==> config.mk <==
export PLATFORM = sky130hd
export DESIGN_NAME = fetch_stage
export DESIGN_NICKNAME = d
export VERILOG_FILES = /design/src/rtl/fetch_stage.sv
export SDC_FILE = /design/constraint.sdc
export NUM_CORES = 1
export LEC_CHECK = 0
export BUFFER_PORTS_ARGS = -buffer_cell sky130_fd_sc_hd__buf_4
export CAP_MARGIN = 10
export CORE_MARGIN = 5
export CORE_UTILIZATION = 35
export CTS_CLUSTER_SIZE = 25
export DETAILED_ROUTE_END_ITERATION = 8
export PLACE_DENSITY = 0.59
export SLEW_MARGIN = 20
export SYNTH_ARGS = -nofsm -noshare
export SYNTH_HDL_FRONTEND = slang
export SYNTH_SLANG_ARGS = --single-unit
==> constraint.sdc <==
create_clock -name clk -period 1.6 [get_ports clk]
set_input_delay 0.08 -clock clk [delete_from_list [all_inputs] [get_ports clk]]
set_output_delay 0.08 -clock clk [all_outputs]
set_load 0.05 [all_outputs]
==> src/rtl/fetch_stage.sv <==
// fetch_stage: instruction-fetch stage of the five-stage MIPS pipeline.
// Owns the fetch PC and the instruction-memory request port, and loads the
// IF/ID register. A one-entry buffer holds a response that lands during a
// stall. A DROP state discards a response whose request was redirected away.
module fetch_stage #(
    parameter logic [31:0] RESET_PC = 32'h0000_3000
) (
    input  logic        clk,
    input  logic        reset,
    input  logic [1:0]  PCSel,
    input  logic [31:0] NPC,
    input  logic [31:0] RS_D,
    input  logic        Flush,
    input  logic        Stall,
    output logic        imem_req,
    output logic [31:0] imem_addr,
    input  logic [31:0] imem_rdata,
    input  logic        imem_ready,
    output logic [31:0] PC_F,
    output logic [31:0] IR_D,
    output logic [31:0] PC_D,
    output logic [31:0] PC4_D,
    output logic        valid_D
);

    typedef enum logic [0:0] {
        FETCH = 1'b0,
        DROP  = 1'b1
    } state_t;

    state_t      state;
    logic [31:0] pc_f;
    logic [31:0] pend;
    logic [31:0] ibuf;
    logic        ibuf_valid;

    logic        instr_avail;
    logic [31:0] instr;
    logic        redirect;
    logic [31:0] target_raw;
    logic [31:0] target;
    logic [31:0] pc_plus4;

    // A request is outstanding whenever FETCH has nothing buffered, and
    // for the whole of DROP until the stale response shows up.
    assign imem_req  = (state == FETCH) ? !ibuf_valid : 1'b1;
    assign imem_addr = pc_f;
    assign PC_F      = pc_f;

    // The buffered word takes priority over a live response; redirect
    // targets are always word aligned.
    assign instr_avail = ibuf_valid | (imem_req & imem_ready);
    assign instr       = ibuf_valid ? ibuf : imem_rdata;
    assign redirect    = !Stall && ((PCSel == 2'd1) || (PCSel == 2'd2));
    assign target_raw  = (PCSel == 2'd1) ? NPC : RS_D;
    assign target      = target_raw & ~32'd3;
    assign pc_plus4    = pc_f + 32'd4;

    // Fetch state machine: PC, instruction buffer, pending target and the
    // IF/ID register all update together on the rising edge.
    always_ff @(posedge clk) begin
        if (reset) begin
            state      <= FETCH;
            pc_f       <= RESET_PC;
            pend       <= 32'd0;
            ibuf       <= 32'd0;
            ibuf_valid <= 1'b0;
            IR_D       <= 32'd0;
            PC_D       <= 32'd0;
            PC4_D      <= 32'd0;
            valid_D    <= 1'b0;
        end else begin
            case (state)
                FETCH: begin
                    if (Stall) begin
                        if (imem_req && imem_ready) begin
                            ibuf       <= imem_rdata;
                            ibuf_valid <= 1'b1;
                        end
                    end else if (redirect) begin
                        IR_D    <= 32'd0;
                        valid_D <= 1'b0;
                        if (instr_avail) begin
                            pc_f       <= target;
                            ibuf_valid <= 1'b0;
                        end else begin
                            pend  <= target;
                            state <= DROP;
                        end
                    end else if (Flush) begin
                        IR_D    <= 32'd0;
                        valid_D <= 1'b0;
                        if (instr_avail) begin
                            pc_f       <= pc_plus4;
                            ibuf_valid <= 1'b0;
                        end
                    end else if (instr_avail) begin
                        IR_D       <= instr;
                        PC_D       <= pc_f;
                        PC4_D      <= pc_plus4;
                        valid_D    <= 1'b1;
                        pc_f       <= pc_plus4;
                        ibuf_valid <= 1'b0;
                    end else begin
                        IR_D    <= 32'd0;
                        valid_D <= 1'b0;
                    end
                end
                DROP: begin
                    if (!Stall) begin
                        IR_D    <= 32'd0;
                        valid_D <= 1'b0;
                    end
                    if (imem_ready) begin
                        pc_f  <= pend;
                        state <= FETCH;
                    end
                end
                default: begin
                    state <= FETCH;
                end
            endcase
        end
    end

endmodule

Yosys cells after proc, flatten, opt, wreduce, memory -nomap -nowiden
Cells that the tools add are included.

word-level totals
  input port bits = 103
  logic and storage cells = 65
  flip-flop bits (word level) = 193

operators by class
  add/sub/neg operators = 1
  equality and inequality tests = 7
  bitwise operators = 7
  multiplexer cells = 29
  reduce and logical (&&, ||, !) cells = 12

operators with widths
  kind                                                                      count
  32-bit two-way mux                                                        12
  32-bit one-hot mux with 2 select lines                                    2
  32-bit by 3-bit adder with 32-bit output (second input constant)          1
  1-bit two-way mux                                                         13
  3-bit AND reduction                                                       3
  2-bit inequality test (second input constant)                             4
  1-bit inverter                                                            5
  5-bit AND reduction                                                       1
  1-bit one-hot mux with 2 select lines                                     2
  4-bit AND reduction                                                       1
  2-bit by 1-bit == test with 1-bit output (second input constant)          1
  2-bit == test (second input constant)                                     1
  1-bit logical AND                                                         2
  1-bit logical NOT                                                         2
  2-bit by 1-bit inequality test with 1-bit output (second input constant)  1
  2-bit AND reduction                                                       1
  2-bit nonzero test                                                        1
  1-bit bitwise AND                                                         1
  1-bit logical OR                                                          1
  1-bit bitwise OR                                                          1

Depth between registers and ports, before layout
  word-level depth = 9
  mapped depth = 9
  mapped depth without buffers = 7

Least setup slack after synthesis
OpenSTA, ideal clock, no wires.

  path kind = register to register
  start point = register pc_f[2], in the netlist PC_F[2]
  end point = register PC4_D[26]
  period minus slack after synthesis = 2.233 ns
  buffers on the path = 1
  stages on the path, launching flop included = 8
  slack = -0.633 ns
  data arrival time = 2.147 ns
  setup time = 0.086 ns
  cell sequence = dfxtp_1 -> ha_1 -> nand3_1 -> nor3_2 -> buf_2 -> nand4_1 -> xor2_1 -> a211oi_1

on the way
  longest elaborated chain between the ends = 1

RTL lines
  element                                   line  text
  from (decl)                               32    logic [31:0] pc_f;
  from (signal assigned)                    84    pc_f <= target;
  from (signal assigned)                    94    pc_f <= pc_plus4;
  from (signal assigned)                    102   pc_f <= pc_plus4;
  32-bit by 3-bit adder with 32-bit output  57    assign pc_plus4 = pc_f + 32'd4;
  to (signal assigned)                      100   PC4_D <= pc_plus4;
  to (decl)                                 22    output logic [31:0] PC4_D,

Every way passes these cells.
A chain may end at the register's enable or synchronous reset.

Final worst setup path
  start point = register pc_f[16], in the netlist PC_F[16]
  end point = register PC4_D[31]

The elaborated chain is that of the path after synthesis.

==> impl_metrics.csv <==
group,metric,value,unit
synth,synth_edf_count,0,
placement,place_hpwl,21800,um
hold_path,hp-start,"RS_D[8]",
floorplan,rows,58,
pwr,p_leak,0.005991,uW
pwr,power_density,880.7,nW/um2
floorplan,die_y,168.6,um
pwr,ir_worst_vdd,0.7072,mV
synth,muxShareOfSynthArea,8.210,%
routing,drc,0,
worst_setup_path,crit_required,1.91,ns
hold_path,min_to,"PC_F[8]",
worst_setup_path,path_class,"flop to flop",
floorplan,io_pins,265,
cts,numCtsBuffers,17,
layout,area_growth,63.64,%
grt,grt_pass1_vias,8794,
sta,max_freq,0.5852,GHz
worst_setup_path,arrival,2.02,ns
routing,via_per_inst,5.162,
sta,finalCritPeriodShare,106.8,%
routing,avgRoutedWirePerCell,19.16,um
synth,synth_warnings,0,
synth,syn_avg_cell_area,8.111,um2
outcome,status,"finished, violations left",
synth,synth_compound_area_share,18.14,%
synth,syn_inst,1086,
synth,synth_flop_cell,"dfxtp_1",
synth,synth_cell_types,68,
cts,clk_path_buf_depth,2,
cts,clock_sinks,187,
worst_setup_path,path_buf_inv,1,
synth,synth_seq_cells,187,
floorplan,start_util,35.28,%
synth,yosys.area_share.simple,20.40,%
routing,via_count,9297,
sta,rsz0062_at_grt,"yes",
layout,num_antenna_cells,0,
synth,synthTopCellsByArea,"dfxtp_1 43%, mux2i_1 8.0%, nand2_1 7.2%",
worst_setup_path,r2r_setup_slack,-0.11,ns
pwr,p_total,12690,uW
grt,grt-ovfl-total,0,
routing,drt-total-wl,34510,um
job,max_cap_violations,0,
sta,skew,0.01727,ns
grt,grt_first_pass_wirelength,48890,um
synth,synth-xor-area-share,2.386,%
synth,ys_async_sr_fraction,0,%
sta,slew_headroom,41.46,%
floorplan,fp.coreArea,24960,um2
synth,synth_area_leader_cell,"dfxtp_1",
worst_setup_path,r2r-end,"PC4_D[31]",
synth,netlist_area,8808,um2
routing,drt_iter0_markers,495,
routing,ant_nets,0,
grt,grt_antenna_before_repair,0,
cts,cts_tree,"built",
worst_setup_path,crit_slowest_cell,"dfxtp_4",
sta,setup_violations,92,
floorplan,fp.dieW,168.6,um
hold_path,hp-class,"primary input to flop",
synth,synthAdderAreaFrac,0.2841,%
layout,fin_nets,1563,
sta,fin_setup_tns,-4.938,ns
cts,clkLatencyLatePin,0.44,ns
worst_setup_path,cp_top_family,"simple AND/OR/NAND/NOR gates",
outcome,violations,"setup timing",
cts,cts_root_buf,"clkbuf_16",
sta,min_period,1.709,ns
cts,clk_pin_slew,0.07,ns
worst_setup_path,cpMostUsedCell,"and4_4",
worst_setup_path,startpoint_type,"flop",
grt,grt_max_degree,102,
layout,drive_gt1_share,45.96,%
worst_setup_path,rr_startpoint,"PC_F[16]",
cts,htree_levels,4,
sta,finalHoldViolCount,0,
worst_setup_path,ff2ff_path_depth,6,
placement,gp_congestion,0.8699,
layout,final_common_cell,"buf_4",
synth,synth_top_family_by_area,"simple AND/OR/NAND/NOR gates",
worst_setup_path,cp-end-kind,"flop",
grt,track_usage,21.47,%
worst_setup_path,crit_fanout,5,
sta,drv_slew,0,
sta,setup_slack,-0.1087,ns
floorplan,fp.dieArea,28440,um2
layout,most-common-layout-cells,"368 x buf_4, 158 x dfxtp_1, 146 x nand2_1",
synth,ys_seq_area_share,42.50,%
synth,synthDominantCellAreaShare,42.50,%
placement,portBuffers,252,
worst_setup_path,cp_cell_sequence,"and4_4 -> and4_4 -> buf_12 -> nand4_1 -> nor3_2 -> a211oi_2",
sta,worstMarginPinSlew,0.8781,ns
routing,dr.pass1.iters,4,
worst_setup_path,worst_path_largest_cell_delay,0.34,ns
hold_path,worstHoldPathCells,4,
-- flip-flops by register name, indices dropped and copies added (netlist names) --
register / flops
IR_D: 32
ibuf: 32
PC4_D: 30
PC_D: 30
PC_F: 30
pend: 30
ibuf_valid: 1
state: 1
valid_D: 1
-- cell usage after synthesis (all sizes together), types with 7 or more instances --
master / n
buf: 77
nor2: 154
mux2i: 70
dfxtp: 187
inv: 11
nand2: 168
a21oi: 120
a211oi: 57
nand3: 22
o21ai: 28
nor3: 16
nand4: 11
xnor2: 7
clkbuf: 47
xor2: 17
-- tightest hold or removal path, stage by stage --
cell	delay (ns)
buf_4	0.07
mux2i_1	0.08
nand2_1	0.09
a31o_2	0.14
-- worst max path at each step --
| stage | cells after the start | end | start | slack [ns] |
|---|---|---|---|---|
| 3_3_place_gp | 10 | PC_F[25] | PCSel[1] | -0.16 |
| 4_1_cts | 7 | PC_F[17] | PC_F[2] | -0.09 |
| 3_5_place_dp | 8 | IR_D[20] | state | -0.20 |
| 5_1_grt | 9 | PC4_D[24] | state | -0.19 |
| 6_report | 6 | PC4_D[31] | PC_F[16] | -0.11 |
| 2_1_floorplan | 6 | PC_F[27] | PC_F[13] | -0.17 |
-- cells by family after synthesis --
family                     count (synthesis)
buffers and inverters                    135
and+or+nand+nor                          409
other                                      1
muxes                                     72
DFF                                      187
xor gates and xnor gates                  24
adders and majority gates                  2
AOI/OAI and AO/OA                        256
-- per-layer routing --
layer	up-vias	part of all wire (%)	GRT usage [%]
met5	-	0	0
met4	0	2.5	6.175
met3	48	7.5	6.165
met2	325	49	36.86
met1	4463	41	26.28
li1	4461	-	-
-- power by group --
group	internal (uW)	switching, uW
Clock	2290	2070
Sequential	4870	169
Combinational	1300	1990
Total	8460	4230
-- what timing repair did --
action | in CTS | in global routing
pin swaps | 24 | 81
hold endpoints to repair | 47 | 0
buffers inserted | 16 | 31
endpoints found under the setup margin | 115 | 143
hold buffers | 33 | 0
resized for setup | 61 | 199
gates cloned | 3 | 16
-- through the flow --
step                      instance area (um2)  hold WS [ns]  util [%]  instances  worst slack [ns]
after floorplan                          9005        0.2160         -       1093           -0.1716
after global placement                  11760        0.3333     47.11       1678           -0.1646
after detailed placement                11760        0.3243     47.11       1678           -0.1974
after CTS                               13090       0.04454     52.45       1762          -0.08997
after global routing                    14410       0.06777     57.74       1801           -0.1862
final                                   14410       0.05008     57.74       1801           -0.1087
-- area by class of cell --
cell class / instances / area, um2
fill: 2213 / 10550
multi-input combinational: 771 / 5298
timing repair buffer: 470 / 4237
sequential: 187 / 3825
clock buffer: 20 / 489.2
tap: 330 / 412.9
clock inverter: 12 / 111.4
inverter: 11 / 41.29
(Power assumes the default switching activity.)
